File: config.mk
export PLATFORM = sky130hd
export DESIGN_NAME = hs_ram_share
export DESIGN_NICKNAME = d
export VERILOG_FILES = /design/src/rtl/hs_ram_share.sv
export SDC_FILE = /design/constraint.sdc
export NUM_CORES = 1
export LEC_CHECK = 0
export ABC_AREA = 1
export CORE_MARGIN = 5
export CORE_UTILIZATION = 35
export DETAILED_ROUTE_END_ITERATION = 7
export GPL_TIMING_DRIVEN = 0
export HOLD_SLACK_MARGIN = 0.03
export PLACE_DENSITY = 0.73
export SLEW_MARGIN = 5
export SYNTH_ARGS = -nofsm -noshare
export SYNTH_HDL_FRONTEND = slang
export SYNTH_SLANG_ARGS = --single-unit
File: constraint.sdc
create_clock -name clk_sys -period 5.1 [get_ports clk_sys]
set_clock_uncertainty 0.15 [all_clocks]
set_input_delay 0.51 -clock clk_sys [delete_from_list [all_inputs] [get_ports clk_sys]]
set_output_delay 0.51 -clock clk_sys [all_outputs]
set_load 0.01 [all_outputs]
File: src/rtl/hs_ram_share.sv
// hs_ram_share: merges user pause with high-score RAM requests, grants the
// high-score engine the core's work-RAM port once the CPU has halted, and
// raises a screen-dim request after pause has been held for a set time.
module hs_ram_share #(
    parameter int unsigned AW         = 16,
    parameter int unsigned SETTLE     = 2,
    parameter logic [31:0] DIM_CYCLES = 32'h0BEBC200
) (
    input  logic          clk_sys,
    input  logic          reset,
    input  logic          pause_btn,
    input  logic          osd_open,
    input  logic          osd_pause_en,
    input  logic          hs_req,
    input  logic [AW-1:0] hs_addr,
    input  logic [7:0]    hs_wdata,
    input  logic          hs_we,
    output logic          hs_gnt,
    input  logic [AW-1:0] cpu_addr,
    input  logic [7:0]    cpu_wdata,
    input  logic          cpu_we,
    input  logic          cpu_halted,
    output logic [AW-1:0] ram_addr,
    output logic [7:0]    ram_wdata,
    output logic          ram_we,
    output logic          pause,
    output logic          dim_video
);

    // cnt only ever holds SETTLE-1 down to 0
    localparam int unsigned CW = (SETTLE > 1) ? $clog2(SETTLE) : 1;

    localparam logic [2:0] ST_IDLE     = 3'd0;
    localparam logic [2:0] ST_HALT_REQ = 3'd1;
    localparam logic [2:0] ST_SETTLE   = 3'd2;
    localparam logic [2:0] ST_GRANT    = 3'd3;
    localparam logic [2:0] ST_RELEASE  = 3'd4;

    logic [2:0]    state;
    logic [2:0]    state_next;
    logic [CW-1:0] cnt;
    logic [CW-1:0] cnt_next;
    logic          tog;
    logic          btn_q;
    logic [31:0]   dcnt;

    // Previous button level; loads during reset so a held button does not toggle on exit
    always_ff @(posedge clk_sys) begin
        btn_q <= pause_btn;
    end

    // Handshake next-state logic
    always_comb begin
        state_next = state;
        cnt_next   = cnt;
        case (state)
            ST_IDLE: begin
                if (hs_req) state_next = ST_HALT_REQ;
            end
            ST_HALT_REQ: begin
                if (!hs_req) begin
                    state_next = ST_IDLE;
                end else if (cpu_halted) begin
                    state_next = ST_SETTLE;
                    cnt_next   = CW'(SETTLE - 1);
                end
            end
            ST_SETTLE: begin
                if (!hs_req) begin
                    state_next = ST_IDLE;
                end else if (cnt == '0) begin
                    state_next = ST_GRANT;
                end else begin
                    cnt_next = cnt - CW'(1);
                end
            end
            ST_GRANT: begin
                if (!hs_req) state_next = ST_RELEASE;
            end
            ST_RELEASE: begin
                state_next = ST_IDLE;
            end
            default: begin
                state_next = ST_IDLE;
            end
        endcase
    end

    // State, settle counter, grant flag, pause toggle and dim counter
    always_ff @(posedge clk_sys) begin
        if (reset) begin
            state  <= ST_IDLE;
            cnt    <= '0;
            hs_gnt <= 1'b0;
            tog    <= 1'b0;
            dcnt   <= 32'd0;
        end else begin
            state  <= state_next;
            cnt    <= cnt_next;
            hs_gnt <= (state_next == ST_GRANT);
            if (pause_btn && !btn_q) tog <= ~tog;
            if (pause) begin
                if (dcnt < DIM_CYCLES) dcnt <= dcnt + 32'd1;
            end else begin
                dcnt <= 32'd0;
            end
        end
    end

    // Pause merge and dim flag
    assign pause     = (state != ST_IDLE) | tog | (osd_open & osd_pause_en);
    assign dim_video = (dcnt >= DIM_CYCLES);

    // RAM port mux; driven by the grant flop itself so hs_* never reach the RAM ungranted
    always_comb begin
        ram_addr  = cpu_addr;
        ram_wdata = cpu_wdata;
        ram_we    = cpu_we;
        if (hs_gnt) begin
            ram_addr  = hs_addr;
            ram_wdata = hs_wdata;
            ram_we    = hs_we;
        end else if (state == ST_RELEASE) begin
            ram_we    = 1'b0;
        end
    end

endmodule

==> flow_metrics.env, run 1 <==
export IMPL_synthCells=470
export IMPL_vias=3140
export IMPL_cts_htree_levels=2
export IMPL_totalPowerFinal_uw=631
export IMPL_grt_max_degree=13
export IMPL_path_clk_slew_ps=80
export IMPL_multi_input_area_um2=1740
export IMPL_rr_startpoint="dcnt[0]"
export IMPL_setup_worst_path_end_class="output pin"
export IMPL_hp_class="flip-flop to flip-flop"
export IMPL_wirelength_um=8480
export IMPL_timing_worst_slew_pin_value_ps=624
export IMPL_cts_resized_gates=0
export IMPL_die_w_um=98.5
export IMPL_root_buffer="clkbuf_8"
export IMPL_drc=0
export IMPL_grt_first_pass_wirelength_um=13800
export IMPL_die_area_um2=9710
export IMPL_tns_ps=0
export IMPL_post_route_period_util_pct=56.7
export IMPL_hold_depth=2
export IMPL_final_cell_mix="nand2_1, clkdlybuf4s50_1, nor2_1, dfxtp_1, inv_1"
export IMPL_hold_viol_final=0
export IMPL_hpwlAfterDp_um=6760
export IMPL_drive_gt1_share_pct=7.65
export IMPL_grt_remaining_overflow=0
export IMPL_clock_latency_ps=300
export IMPL_ys_seq_area_share_pct=28.5
export IMPL_hp_start="dcnt[29]"
export IMPL_ys_seq_elements=39
export IMPL_period_needed_ps=2890
export IMPL_cp_num_buf_inv=3
export IMPL_cts_tree="built"
export IMPL_maxSlewHeadroom_pct=58.4
export IMPL_slowest_delay_ps=550
export IMPL_firstDrtPassIters=5
export IMPL_cap_violations=0
export IMPL_grt_antenna_before_repair=0
export IMPL_yosys_warnings=0
export IMPL_cpMaxStageDelayCell="clkdlybuf4s50_1"
export IMPL_cpMostUsedCell="nand2_1"
export IMPL_postCtsHoldBufs=0
export IMPL_worstPathRequired_ps=4440
export IMPL_p_leak_uw=0.00145
export IMPL_die_h_um=98.5
export IMPL_pre_cts_ws_ps=2550
export IMPL_core_um2=7690
export IMPL_startpoint_type="flip-flop"
export IMPL_cts_buffers=5
export IMPL_vias_per_cell=4.73
export IMPL_mostFrequentLayoutCell="nand2_1"
export IMPL_dpl_cell_area_um2=3710
export IMPL_post_route_cell_area_um2=3800
export IMPL_critPathLaunch="dcnt[20]"
export IMPL_area_growth_pct=38.4
export IMPL_syn_avg_cell_area_um2=5.84
export IMPL_slew_viol_final=0
export IMPL_rsz0062_at_grt="no"
export IMPL_nets=620
export IMPL_worstPathMaxFanout=10
export IMPL_place_congestion=0.963
export IMPL_status="completed"
export IMPL_syn_nets=529
export IMPL_regArea_um2=781
export IMPL_start_util_pct=35.7
export IMPL_ff2ff_path_depth=8
export IMPL_drt_first_iter_violations=212
export IMPL_setup_viol=0
export IMPL_portBuffers=84
export IMPL_ir_drop_mv=0.114
export IMPL_crit_type="flip-flop to output pin"
export IMPL_clock_sinks=39
export IMPL_cp_top_family="buffers and inverters"
export IMPL_post_route_util_pct=49.4
export IMPL_ioPinCount=85
export IMPL_detail_route_wl_per_cell_um=12.8
export IMPL_max_freq_ghz=0.346
export IMPL_synth_cell_types=29
export IMPL_powerDensity_nw_per_um2=166
export IMPL_setup_ws_ps=2210
export IMPL_cts_buffer_depth=2
export IMPL_arrival_ps=2230
export IMPL_ant_nets=0
export IMPL_crit_cells=8
export IMPL_n_fill_cell=804
export IMPL_n_antenna_cell=0
export IMPL_syn_area_um2=2740
export IMPL_path_cells="nand2_1, nor2_1, inv_1, nand2_1, a21oi_4, nand2_8, buf_6, clkdlybuf4s50_1"
export IMPL_grt_pass1_vias=2809
export IMPL_grt_total_usage_pct=17.3
export IMPL_post_cts_buffers=0
export IMPL_num_rows=32
## per-layer routing
metal | global-route usage, % | wire (µm)
met5 | 0 | 0
met4 | 5.78 | 180
met3 | 2.90 | 422
met2 | 30.3 | 4030
met1 | 21.4 | 3850
## synth_stat cells
cell type / n / area [µm²]
nand3b_1: 8 / 60.1
o21ai_0: 8 / 40.0
clkbuf_1: 7 / 26.3
nand4_1: 6 / 37.5
buf_6: 3 / 33.8
o21ai_1: 1 / 5.00
xor2_1: 4 / 35.0
a41oi_1: 1 / 8.76
nor2_2: 1 / 6.26
a21oi_1: 20 / 100
clkinv_1: 1 / 3.75
nand2_1: 202 / 758
dfxtp_1: 39 / 781
xnor2_1: 4 / 35.0
nand2_8: 1 / 20.0
nand2_2: 12 / 75.1
a21oi_4: 1 / 16.3
buf_2: 2 / 10.0
a211oi_1: 1 / 7.51
nand2_4: 1 / 11.3
nor2_1: 62 / 233
a21oi_2: 11 / 96.3
inv_1: 35 / 131
nor3_1: 2 / 10.0
buf_1: 1 / 3.75
ha_1: 2 / 25.0
nor2_4: 1 / 11.3
inv_2: 3 / 11.3
nand3_1: 30 / 150
## stage by stage
| stage | hold slack [ps] | cells |
|---|---|---|
| 2_1_floorplan | 258 | 470 |
| 4_1_cts | 280 | 664 |
| 3_3_place_gp | 265 | 656 |
| 3_5_place_dp | 268 | 656 |
| 6_report | 278 | 664 |
| 5_1_grt | 296 | 664 |
## where the power goes
| group | total (µW) | switching (µW) | internal, µW |
|---|---|---|---|
| combinational | 107 | 40.1 | 66.9 |
| clock | 212 | 116 | 95.7 |
| sequential | 312 | 3.96 | 308 |
## sequential cells by signal (all words and copies together) (netlist names)
register and count:
state 3, hs_gnt 1, cnt 1, tog 1, dcnt 32, btn_q 1
## kinds of logic (layout without fill, tap and decap cells)
kind of cell,Yosys count,after routing,synth area share (%)
simple gates,326,326,50.0
buf+inv,52,144,8.03
compound gates,43,43,9.99
flops,39,39,28.5
xor+xnor,8,8,2.55
fa+ha+maj,2,2,0.912
## area by class of cell
type | instances | area share [%]
repair buffers | 84 | 22.1
clock inverters | 2 | 0.330
multi-input cells | 379 | 45.9
plain buffers | 13 | 1.94
clock buffers | 6 | 1.91
well taps | 102 | 3.36
inverters | 39 | 3.86
flip-flops and latches | 39 | 20.6
## worst min-delay path: stages (launching register included)
cell and delay [ps]:
dfxtp_1 320, inv_1 40, nor2_1 30
## path summary, 6_finish.rpt
path | to | slack (ps)
worst max-delay path | dim_video | 2210
worst min-delay path | dcnt[29] | 280
worst max register to register | dcnt[14] | 3040
worst min register to register | dcnt[29] | 280
Power figures use the tool's default switching activity.
==> inputs of run 2 (changes only) <==
PLACE_DENSITY = 0.75   (was 0.73)
clock period = 2.5 ns   (was 5.1 ns; I/O delays follow)
==> run 2 against run 1 <==
Net effect:
- cell count rose by 0.15%
- combinational power increased by 100%
- design area grew 0.66%
- clock power increased by 110%
- first-iteration DRC count decreased by 36%
- register-to-register slack got worse by 2700 ps
- highest routed layer unchanged
- non-clock buffer count increased by 1
- hold slack about the same
- power is 110% higher
- setup slack worse by 2000 ps
- sequential share of layout area hardly changed
==> flow_metrics.env, run 2 (synthesis results as in run 1) <==
export IMPL_maxSlewHeadroom_pct=59.3
export IMPL_rr_startpoint="dcnt[0]"
export IMPL_post_route_period_util_pct=92.8
export IMPL_grt_pass1_vias=2902
export IMPL_grt_total_usage_pct=16.9
export IMPL_final_cell_mix="nand2_1, clkdlybuf4s50_1, nor2_1, inv_1, dfxtp_1"
export IMPL_fin_cells=665
export IMPL_detail_route_wl_per_cell_um=12.5
export IMPL_setup_worst_path_end_class="output pin"
export IMPL_die_h_um=98.5
export IMPL_clock_latency_ps=290
export IMPL_root_buffer="clkbuf_8"
export IMPL_grt_first_pass_wirelength_um=13800
export IMPL_portBuffers=84
export IMPL_period_needed_ps=2320
export IMPL_post_place_cells=656
export IMPL_drc=0
export IMPL_drt_first_iter_violations=136
export IMPL_r2r_setup_slack_ps=350
export IMPL_worstPathRequired_ps=2100
export IMPL_powerDensity_nw_per_um2=340
export IMPL_path_clk_slew_ps=80
export IMPL_mostFrequentLayoutCell="nand2_1"
export IMPL_hold_viol_final=0
export IMPL_hold_depth=2
export IMPL_status="completed"
export IMPL_clock_sinks=39
export IMPL_grt_antenna_before_repair=0
export IMPL_hpwlAfterDp_um=6710
export IMPL_area_growth_pct=39.3
export IMPL_worstPathMaxFanout=10
export IMPL_hp_start="dcnt[29]"
export IMPL_slew_viol_final=0
export IMPL_crit_type="flip-flop to output pin"
export IMPL_startpoint_type="flip-flop"
export IMPL_vias_per_cell=4.78
export IMPL_ir_drop_mv=0.302
export IMPL_grt_remaining_overflow=0
export IMPL_ant_nets=0
export IMPL_largest_reg_flops=32
export IMPL_max_freq_ghz=0.431
export IMPL_die_w_um=98.5
export IMPL_cts_htree_levels=2
export IMPL_n_fill_cell=780
export IMPL_nets=621
export IMPL_arrival_ps=1920
export IMPL_cts_buffers=5
export IMPL_reg_top3="dcnt: 32 flops, state: 3 flops"
export IMPL_drive_gt1_share_pct=9.59
export IMPL_start_util_pct=35.7
export IMPL_largest_register="dcnt"
export IMPL_cts_tree="built"
export IMPL_n_antenna_cell=0
export IMPL_num_rows=32
export IMPL_r2r_end="dcnt[14]"
export IMPL_hp_class="flip-flop to flip-flop"
export IMPL_tns_ps=0
export IMPL_die_area_um2=9710
export IMPL_place_congestion=0.950
export IMPL_setup_viol=0
export IMPL_core_um2=7690
export IMPL_ioPinCount=85
export IMPL_grt_max_degree=15
export IMPL_p_leak_uw=0.00147
export IMPL_cts_buffer_depth=2
export IMPL_firstDrtPassIters=5
export IMPL_cap_violations=0
export IMPL_dpl_cell_area_um2=3710
export IMPL_hold_end="dcnt[29]"
export IMPL_wirelength_um=8330
export IMPL_vias=3182
export IMPL_ff2ff_path_depth=8
export IMPL_post_route_cell_area_um2=3820
export IMPL_fin_hold_ws_ps=279
export IMPL_timing_worst_slew_pin_value_ps=611
export IMPL_rsz0062_at_grt="yes"
[run 2: cell count changes in the layout (fill, tap and decap cells not counted), moves of 4 or more]
cell	change
clkbuf_2	+4
clkbuf_1	-4
dfxtp_1	-5
dfxtp_2	+5
[run 2: layout make-up]
class / instances / area [µm²] / share of cell area [%]
multi-input cells: 379 / 1740 / 45.6
clock buffers: 5 / 68.8 / 1.80
well taps: 102 / 128 / 3.34
flip-flops and latches: 39 / 787 / 20.6
inverters: 39 / 146 / 3.83
plain buffers: 13 / 78.8 / 2.06
clock inverters: 3 / 23.8 / 0.622
repair buffers: 85 / 847 / 22.2
[run 2: worst max-delay path by stage]
stage                         from      endpoint  slack (ps)  depth (start not counted)
final                       hs_gnt   ram_addr[7]         180                          5
after global placement    dcnt[20]     dim_video         220                          8
after CTS                   hs_gnt   ram_addr[7]          10                          5
after global routing        hs_gnt  ram_wdata[6]          -3                          6
after floorplan            dcnt[0]      dcnt[14]         850                          8
after detailed placement  dcnt[19]     dim_video         200                          8
[run 2: power breakdown]
group          internal, µW  switching, µW
sequential              628           9.07
combinational           137           81.9
clock                   199            242
total                   964            333
[run 2: what timing repair did]
item / in CTS / in global routing
hold buffers: 0 / 0
gates resized for setup: 6 / 7
pin swaps: 1 / 0
endpoints found under the setup margin: 1 / 21
buffers inserted: 1 / 0
[run 2: layer usage]
layer / up-vias / global-route usage (%) / part of all wire [%] / wire length, µm
li1: 1654 / - / - / -
met1: 1401 / 21.1 / 44 / 3630
met2: 111 / 29.6 / 48 / 3960
met3: 16 / 2.48 / 6.3 / 521
met4: 0 / 5.99 / 2.6 / 218
met5: - / 0 / 0 / 0
[run 2: worst max-delay path, cell delays in order (launching register included)]
cell	delay, ps
dfxtp_1	340
clkbuf_1	310
clkbuf_2	290
nand2_1	80
nand2_1	70
clkdlybuf4s50_1	540
[run 2: per-stage QoR]
| stage | setup slack (ps) | utilization, % | power (µW) |
|---|---|---|---|
| detailed placement | 200 | 48.3 | 870 |
| CTS | 13.4 | 49.6 | 1310 |
| finish | 181 | 49.7 | 1300 |
| floorplan | 854 | - | 716 |
| global route | -2.74 | 49.7 | 1360 |
| global placement | 221 | 48.3 | 866 |
==> inputs of run 3 (changes only) <==
CELL_PAD_IN_SITES_DETAIL_PLACEMENT = 1   (was unset)
CELL_PAD_IN_SITES_GLOBAL_PLACEMENT = 1   (was unset)
CORE_UTILIZATION = 28   (was 35)
PLACE_DENSITY = 0.86   (was 0.75)
==> run 3 against run 2 <==
Net effect:
- combinational power hardly changed
- design area rose by 1.7%
- global-route usage up 0.60 points
- critical path depth grew 4
- utilization down 9.6 points
- wire length up 24%
- first-iteration DRC count is 24% higher
- via count up 4.8%
- sequential power barely moved
- register-to-register slack is essentially flat
- sequential share of layout area shrank 0.43 points
==> flow_metrics.env, run 3 (synthesis results as in run 1) <==
export IMPL_startpoint_type="flip-flop"
export IMPL_ir_drop_mv=0.157
export IMPL_grt_pass1_vias=3491
export IMPL_start_util_pct=28.3
export IMPL_drc=0
export IMPL_switching_share_pct=24.1
export IMPL_cp_top_family="buffers and inverters"
export IMPL_setup_worst_path_end_class="output pin"
export IMPL_cpMaxStageDelayCell="dfxtp_1"
export IMPL_drt_first_iter_violations=169
export IMPL_largest_register="dcnt"
export IMPL_crit_cells=9
export IMPL_hold_depth=1
export IMPL_drive_gt1_share_pct=9.24
export IMPL_grt_max_degree=13
export IMPL_post_route_util_pct=40.1
export IMPL_hpwlAfterDp_um=8210
export IMPL_vias_per_cell=4.79
export IMPL_p_leak_uw=0.00150
export IMPL_portBuffers=84
export IMPL_detail_route_wl_per_cell_um=14.8
export IMPL_switchingPower_uw=345
export IMPL_grt_remaining_overflow=0
export IMPL_cap_violations=0
export IMPL_status="completed"
export IMPL_clock_latency_ps=310
export IMPL_powerDensity_nw_per_um2=369
export IMPL_core_um2=9680
export IMPL_hp_class="primary input to flip-flop"
export IMPL_num_rows=36
export IMPL_clock_sinks=39
export IMPL_cts_buffer_depth=2
export IMPL_slowest_delay_ps=340
export IMPL_cts_buffers=5
export IMPL_die_h_um=109
export IMPL_intPower_uw=1090
export IMPL_path_clk_slew_ps=80
export IMPL_slew_viol_final=0
export IMPL_root_buffer="clkbuf_8"
export IMPL_reg_top3="dcnt: 32 flops, state: 3 flops"
export IMPL_p_seq_share_pct=44.4
export IMPL_final_cell_mix="nand2_1, clkdlybuf4s50_1, nor2_1, dfxtp_1, inv_1"
export IMPL_max_freq_ghz=0.424
export IMPL_largest_reg_flops=32
export IMPL_post_place_cells=687
export IMPL_cts_htree_levels=2
export IMPL_hold_viol_final=0
export IMPL_vias=3334
export IMPL_crit_type="flip-flop to output pin"
export IMPL_worstPathRequired_ps=2100
export IMPL_fin_hold_ws_ps=267
export IMPL_place_congestion=0.835
export IMPL_mostFrequentLayoutCell="nand2_1"
export IMPL_setup_viol=0
export IMPL_path_cells="inv_1, nand4_1, inv_2, nand2_1, nor2_4, nand2_4, nand2_8, buf_6, dlygate4sd2_1"
export IMPL_nets=621
export IMPL_post_route_period_util_pct=94.4
export IMPL_die_area_um2=11900
export IMPL_grt_total_usage_pct=17.5
export IMPL_area_growth_pct=41.7
export IMPL_arrival_ps=1960
export IMPL_cp_num_buf_inv=4
export IMPL_combinationalPowerShare_pct=15.5
export IMPL_tns_ps=0
export IMPL_totalPowerFinal_uw=1430
export IMPL_period_needed_ps=2360
export IMPL_clkPwrFrac_pct=40.1
export IMPL_n_antenna_cell=0
export IMPL_grt_first_pass_wirelength_um=16600
export IMPL_wirelength_um=10300
export IMPL_die_w_um=109
export IMPL_fin_cells=696
export IMPL_worstPathMaxFanout=10
export IMPL_cts_tree="built"
export IMPL_firstDrtPassIters=4
export IMPL_ff2ff_path_depth=7
export IMPL_grt_antenna_before_repair=0
export IMPL_ant_nets=0
export IMPL_maxSlewHeadroom_pct=56.4
export IMPL_ioPinCount=85
export IMPL_timing_worst_slew_pin_value_ps=654
==> run 3: power groups by stage <==
stage | clock, µW | sequential, µW | combinational [µW]
after global placement | 0 | 650 | 217
after global routing | 614 | 638 | 242
after detailed placement | 0 | 651 | 224
final | 574 | 636 | 222
after CTS | 592 | 636 | 226
after floorplan | 0 | 649 | 67.6
==> run 3: path summary, 6_finish.rpt <==
path             start        end  slack [ps]
min          pause_btn      btn_q         270
min reg2reg   dcnt[28]   dcnt[28]         290
max           dcnt[26]  dim_video         140
max reg2reg    dcnt[0]   dcnt[14]         340
==> run 3: cell type report <==
type,count,area [µm²]
Buffer,12,75.1
Clock buffer,6,82.6
Clock inverter,2,35.0
Fill cell,1297,5800
Inverter,39,146
Multi-Input combinational cell,379,1740
Sequential cell,39,783
Tap cell,133,166
Timing Repair Buffer,86,855
==> run 3: layer usage <==
metal / wire length, µm / global-route usage (%) / vias to the layer above / part of all wire [%]
met5: 0 / 0 / - / 0
met4: 154 / 5.14 / 0 / 1.5
met3: 569 / 3.26 / 11 / 5.5
met2: 5360 / 33.9 / 62 / 52
met1: 4240 / 19.2 / 1606 / 41
li1: - / - / 1655 / -
==> run 3: repair_timing <==
item	CTS	global route
resized for setup	6	1
endpoints found under the setup margin	19	2
pin swaps	2	1
hold buffers	0	0
setup buffers	1	1
==> run 3: through the flow <==
stage	instance area (µm²)	setup WS (ps)
6_report	3880	141
3_5_place_dp	3750	139
3_3_place_gp	3750	166
2_1_floorplan	2740	854
5_1_grt	3880	-13.4
4_1_cts	3880	64.3
==> run 3: worst register-to-register path: stages, from the launching register on <==
cell	delay, ps
dfxtp_1	430
ha_1	320
nand3_1	220
nor2_1	440
nand4_1	180
nand2_1	120
nand3_1	100
a21oi_2	140
